`src/rtl/shift_arbiter.sv`:
```
// ============================================================================
// Module   : shift_arbiter
// Brief    : Round-robin shared barrel shifter serving two requesters.
//            Optional statistics counters enabled by SHIFT_ARB_STATS_EN.
// Revision : 1.0 - initial release
// ============================================================================
`default_nettype none

module shift_arbiter #(
    parameter int WIDTH = 16,
    parameter int AMT_W = 4
) (
    input  logic             clk,
    input  logic             reset,
    input  logic             req0,
    input  logic [WIDTH-1:0] str0,
    input  logic [AMT_W-1:0] amt0,
    input  logic             left0,
    output logic             gnt0,
    output logic             valid0,
    input  logic             req1,
    input  logic [WIDTH-1:0] str1,
    input  logic [AMT_W-1:0] amt1,
    input  logic             left1,
    output logic             gnt1,
    output logic             valid1,
`ifdef SHIFT_ARB_STATS_EN
    output logic [15:0]      op_count,
    output logic [15:0]      conflict_count,
`endif
    output logic [WIDTH-1:0] result,
    output logic             busy
);

    localparam logic [0:0] S_IDLE = 1'b0;
    localparam logic [0:0] S_EXEC = 1'b1;

    logic [0:0]       r_state;
    logic             r_ptr;        // 1 = favour port 1 on contention
    logic             r_owner;
    logic [WIDTH-1:0] r_op_str;
    logic [AMT_W-1:0] r_op_amt;
    logic             r_op_left;
    logic             r_gnt0;
    logic             r_gnt1;
    logic             r_valid0;
    logic             r_valid1;
    logic [WIDTH-1:0] r_result;

    logic             w_any_req;
    logic             w_pick1;
    logic [WIDTH-1:0] w_shift;

    assign w_any_req = req0 | req1;
    // Port 1 wins if it is the only requester, or both request and it is favoured.
    assign w_pick1   = req1 & (~req0 | r_ptr);

    always_comb begin
        w_shift = '0;
        if (r_op_left) begin
            w_shift = r_op_str << r_op_amt;
        end else begin
            w_shift = WIDTH'($signed(r_op_str) >>> r_op_amt);
        end
    end

    always_ff @(posedge clk) begin
        if (reset) begin
            r_state   <= S_IDLE;
            r_ptr     <= 1'b0;
            r_owner   <= 1'b0;
            r_op_str  <= '0;
            r_op_amt  <= '0;
            r_op_left <= 1'b0;
            r_gnt0    <= 1'b0;
            r_gnt1    <= 1'b0;
            r_valid0  <= 1'b0;
            r_valid1  <= 1'b0;
            r_result  <= '0;
        end else begin
            case (r_state)
                S_IDLE: begin
                    r_valid0 <= 1'b0;
                    r_valid1 <= 1'b0;
                    if (w_any_req) begin
                        r_op_str  <= w_pick1 ? str1  : str0;
                        r_op_amt  <= w_pick1 ? amt1  : amt0;
                        r_op_left <= w_pick1 ? left1 : left0;
                        r_gnt0    <= ~w_pick1;
                        r_gnt1    <= w_pick1;
                        r_owner   <= w_pick1;
                        r_ptr     <= ~w_pick1;
                        r_state   <= S_EXEC;
                    end else begin
                        r_gnt0 <= 1'b0;
                        r_gnt1 <= 1'b0;
                    end
                end
                S_EXEC: begin
                    r_result <= w_shift;
                    r_valid0 <= ~r_owner;
                    r_valid1 <= r_owner;
                    r_gnt0   <= 1'b0;
                    r_gnt1   <= 1'b0;
                    r_state  <= S_IDLE;
                end
                default: begin
                    r_state <= S_IDLE;
                end
            endcase
        end
    end

    assign gnt0   = r_gnt0;
    assign gnt1   = r_gnt1;
    assign valid0 = r_valid0;
    assign valid1 = r_valid1;
    assign result = r_result;
    assign busy   = (r_state == S_EXEC);

`ifdef SHIFT_ARB_STATS_EN
    logic [15:0] r_op_count;
    logic [15:0] r_conflict_count;

    // Counted on the edge that launches the valid pulse, so the count lines up with it.
    always_ff @(posedge clk) begin
        if (reset) begin
            r_op_count       <= '0;
            r_conflict_count <= '0;
        end else begin
            if ((r_state == S_EXEC) && (r_op_count != 16'hFFFF)) begin
                r_op_count <= r_op_count + 16'd1;
            end
            if ((r_state == S_IDLE) && req0 && req1 && (r_conflict_count != 16'hFFFF)) begin
                r_conflict_count <= r_conflict_count + 16'd1;
            end
        end
    end

    assign op_count       = r_op_count;
    assign conflict_count = r_conflict_count;
`endif

endmodule

`default_nettype wire

```
`config.mk`:
```
export PLATFORM = sky130hd
export DESIGN_NAME = shift_arbiter
export DESIGN_NICKNAME = d
export VERILOG_FILES = /design/src/rtl/shift_arbiter.sv
export SDC_FILE = /design/constraint.sdc
export NUM_CORES = 1
export LEC_CHECK = 0
export CAP_MARGIN = 10
export CELL_PAD_IN_SITES_DETAIL_PLACEMENT = 1
export CELL_PAD_IN_SITES_GLOBAL_PLACEMENT = 1
export CORE_MARGIN = 2
export CORE_UTILIZATION = 43
export CTS_CLUSTER_DIAMETER = 40
export DETAILED_ROUTE_END_ITERATION = 16
export PLACE_DENSITY_LB_ADDON = 0.1
export SLEW_MARGIN = 5
export SYNTH_ARGS = -nofsm -noshare
export SYNTH_HDL_FRONTEND = slang
export SYNTH_SLANG_ARGS = --single-unit
```
`constraint.sdc`:
```
create_clock -name clk -period 5.4 [get_ports clk]
set_input_delay 0.54 -clock clk [delete_from_list [all_inputs] [get_ports clk]]
set_output_delay 0.54 -clock clk [all_outputs]
set_load 0.02 [all_outputs]
```
==> run metrics <==
overall routed net length=11,500 um; number of synthesized flops with an enable pin=0; antenna-violating nets left=0; status=completed; #FFs+latches synth=44; fin crit share=0.503; HPWL after DPL=7980 um; GR Overflow Total=0; startpoint types=register; asr flop ratio synth=0; # IOs=67; leakage dissipation=1.40 nW; Worst slew margin=0.396; critical path capture point type=register; r2r worst-path depth=5; CTS buffer count=5; max-cap viol count=0; post-layout min period=2.71 ns; CTS root buffer=clkbuf_8; critical path's slowest cell=dfxtp_2; 1st-pass router iterations=5; most frequent cells in the layout=clkdlybuf4s50_1, nor2_1, dfxtp_1; Clock Latency Late Sink=0.32 ns; Setup TNS Final=0 ns; CTS tree=done; Pwr Density=245 nW/um2; mean post-synth cell area=9.11 um2; Initial Utilization=0.443; crit path DAT=2.90 ns; worst vdd ir=0.118 mV; initial antenna violation count=0; Post-Syn Area=3410 um2; die area=8650 um2; 1st-iter DRT viols=439; post-synthesis net count=420; Tightest Hold Check Type=reg -> reg; vias in the first global route=3,406; Max Clk Rate=368 MHz; worst-path fanout max=36; Slew Limit Fails=0; clk slew on worst S/H paths=0.09 ns; Fin. Hold Viols=0; Post-synth top flop=dfxtp_1; fin nets=455; CTS Buffer Depth=2; RSZ-0062 raised after global routing=no; Total GRT Usage=0.271; Synth Instances=374; drt drc=0; vias=3,466; worst path cell trace=buf_4 -> mux2i_1 -> nor3_1 -> a2111oi_0 -> a311oi_1; Die Span X=93.0 um; Seq/Total Area, Yosys=0.259; Syn. warnings=0; post_cts resized=0; required time worst endpoint=5.59 ns; worst slew pin tran=0.906 ns; largest net degree at the start of global routing=39; skew final=0.0120 ns; layout cell share with drive strength beyond 1=0.123; Hold-fix buffers, CTS=0; Synth cell types=60; CORE AREA=7690 um2; clk sinks=44; Setup Fix Bufs, Post-CTS=0; WS Path Type=reg -> reg; global placement routability congestion=0.889; leading cell type in the layout, fill and taps excluded=clkdlybuf4s50_1; Placement Rows=32; wire per inst=22.5 um; CTS H-Tree Depth=2; synthesis-to-layout area growth=20.6%; global-route wire length before repair=18,300 um; Die Ht=93.0 um; WHS Path Cells=1; slowest stage delay, CP=0.93 ns; diode count=0; via/cell ratio=6.80; IO buf count=66; Final setup viols=0; Design Power=1.01 mW
## state kept, by name, summed over array words and instances (netlist names)
| register | flops |
|---|---|
| r_op_str | 16 |
| result | 16 |
| r_op_amt | 4 |
| busy | 1 |
| gnt0 | 1 |
| gnt1 | 1 |
| r_op_left | 1 |
| r_owner | 1 |
| r_ptr | 1 |
| valid0 | 1 |
| valid1 | 1 |
## worst max-delay path: cells and delay by family (launching register included)
family	cells	cell delay, ns
flip-flops	1	0.93
AO/OA/AOI/OAI	2	0.60
buffers and inverters	1	0.47
multiplexers	1	0.47
AND/OR/NAND/NOR	1	0.10
## kinds of logic (layout without fill, tap and decap cells)
kind of cell	after synthesis	count (layout)	synth area share
AND/OR/NAND/NOR	117	117	0.171
AO/OA/AOI/OAI	107	107	0.256
multiplexers	53	53	0.234
buffers and inverters	53	87	0.0804
flip-flops	44	44	0.259
## layer usage
| metal | global-route usage | vias up | wire, um |
|---|---|---|---|
| met3 | 0.0467 | 34 | 950 |
| met2 | 0.429 | 201 | 5310 |
| li1 | - | 1531 | - |
| met1 | 0.373 | 1700 | 4910 |
| met4 | 0.100 | 0 | 327 |
| met5 | 0 | - | 0 |
## synthesized netlist by cell type, types with 3 or more instances
master | count | area share
mux2_2 | 8 | 0.026
a211o_1 | 3 | 0.0077
a2111oi_0 | 3 | 0.0077
a21oi_1 | 6 | 0.0088
nor2b_1 | 12 | 0.022
clkbuf_1 | 26 | 0.029
nand3_1 | 7 | 0.010
a221o_1 | 9 | 0.026
nand2_1 | 14 | 0.015
or4_1 | 3 | 0.0066
nor3_1 | 8 | 0.012
a311o_1 | 3 | 0.0088
o211ai_1 | 7 | 0.015
a311oi_1 | 5 | 0.013
o32ai_1 | 3 | 0.0077
mux4_2 | 20 | 0.13
mux2i_1 | 24 | 0.071
dfxtp_1 | 44 | 0.26
o2111ai_1 | 4 | 0.010
o21ai_0 | 7 | 0.010
and2_1 | 9 | 0.017
buf_6 | 4 | 0.013
nor2_1 | 44 | 0.048
buf_2 | 5 | 0.0073
inv_1 | 5 | 0.0055
a222oi_1 | 12 | 0.035
buf_4 | 6 | 0.013
o21bai_1 | 3 | 0.0066
buf_1 | 4 | 0.0044
nand2b_1 | 7 | 0.013
a31oi_1 | 10 | 0.018
a211oi_1 | 11 | 0.024
## final timing paths
kind,startpoint,endpoint,slack (ns)
setup reg to reg,r_op_amt[1],result[6],2.69
hold reg to reg,r_owner,valid0,0.44
hold / removal,r_owner,valid0,0.44
setup / recovery,r_op_amt[1],result[6],2.69
## metrics by stage
| step | instances | hold WS (ns) | cell area, um2 | setup WS (ns) | util |
|---|---|---|---|---|---|
| 2_1_floorplan | 374 | 0.414 | 3410 | 3.64 | - |
| 3_3_place_gp | 504 | 0.423 | 4010 | 2.78 | 0.521 |
| 3_5_place_dp | 504 | 0.437 | 4010 | 2.73 | 0.521 |
| 4_1_cts | 510 | 0.450 | 4110 | 2.71 | 0.534 |
| 5_1_grt | 510 | 0.463 | 4110 | 2.51 | 0.534 |
| 6_report | 510 | 0.445 | 4110 | 2.69 | 0.534 |
## report_power, final
group	total (mW)	leakage [nW]	internal, mW	switching (mW)
Clock	0.255	0.0501	0.133	0.122
Sequential	0.409	0.363	0.352	0.0578
Combinational	0.341	0.984	0.166	0.175
Total	1.01	1.40	0.651	0.355
## cell type report
class	count	area, um2
clock buffer	5	68.8
tap	102	128
sequential	44	882
fill	883	3580
timing repair buffer	74	721
multi-input combinational	277	2250
inverter	7	26.3
clock inverter	1	30.0
No activity file was read; power rests on OpenSTA's default activity.
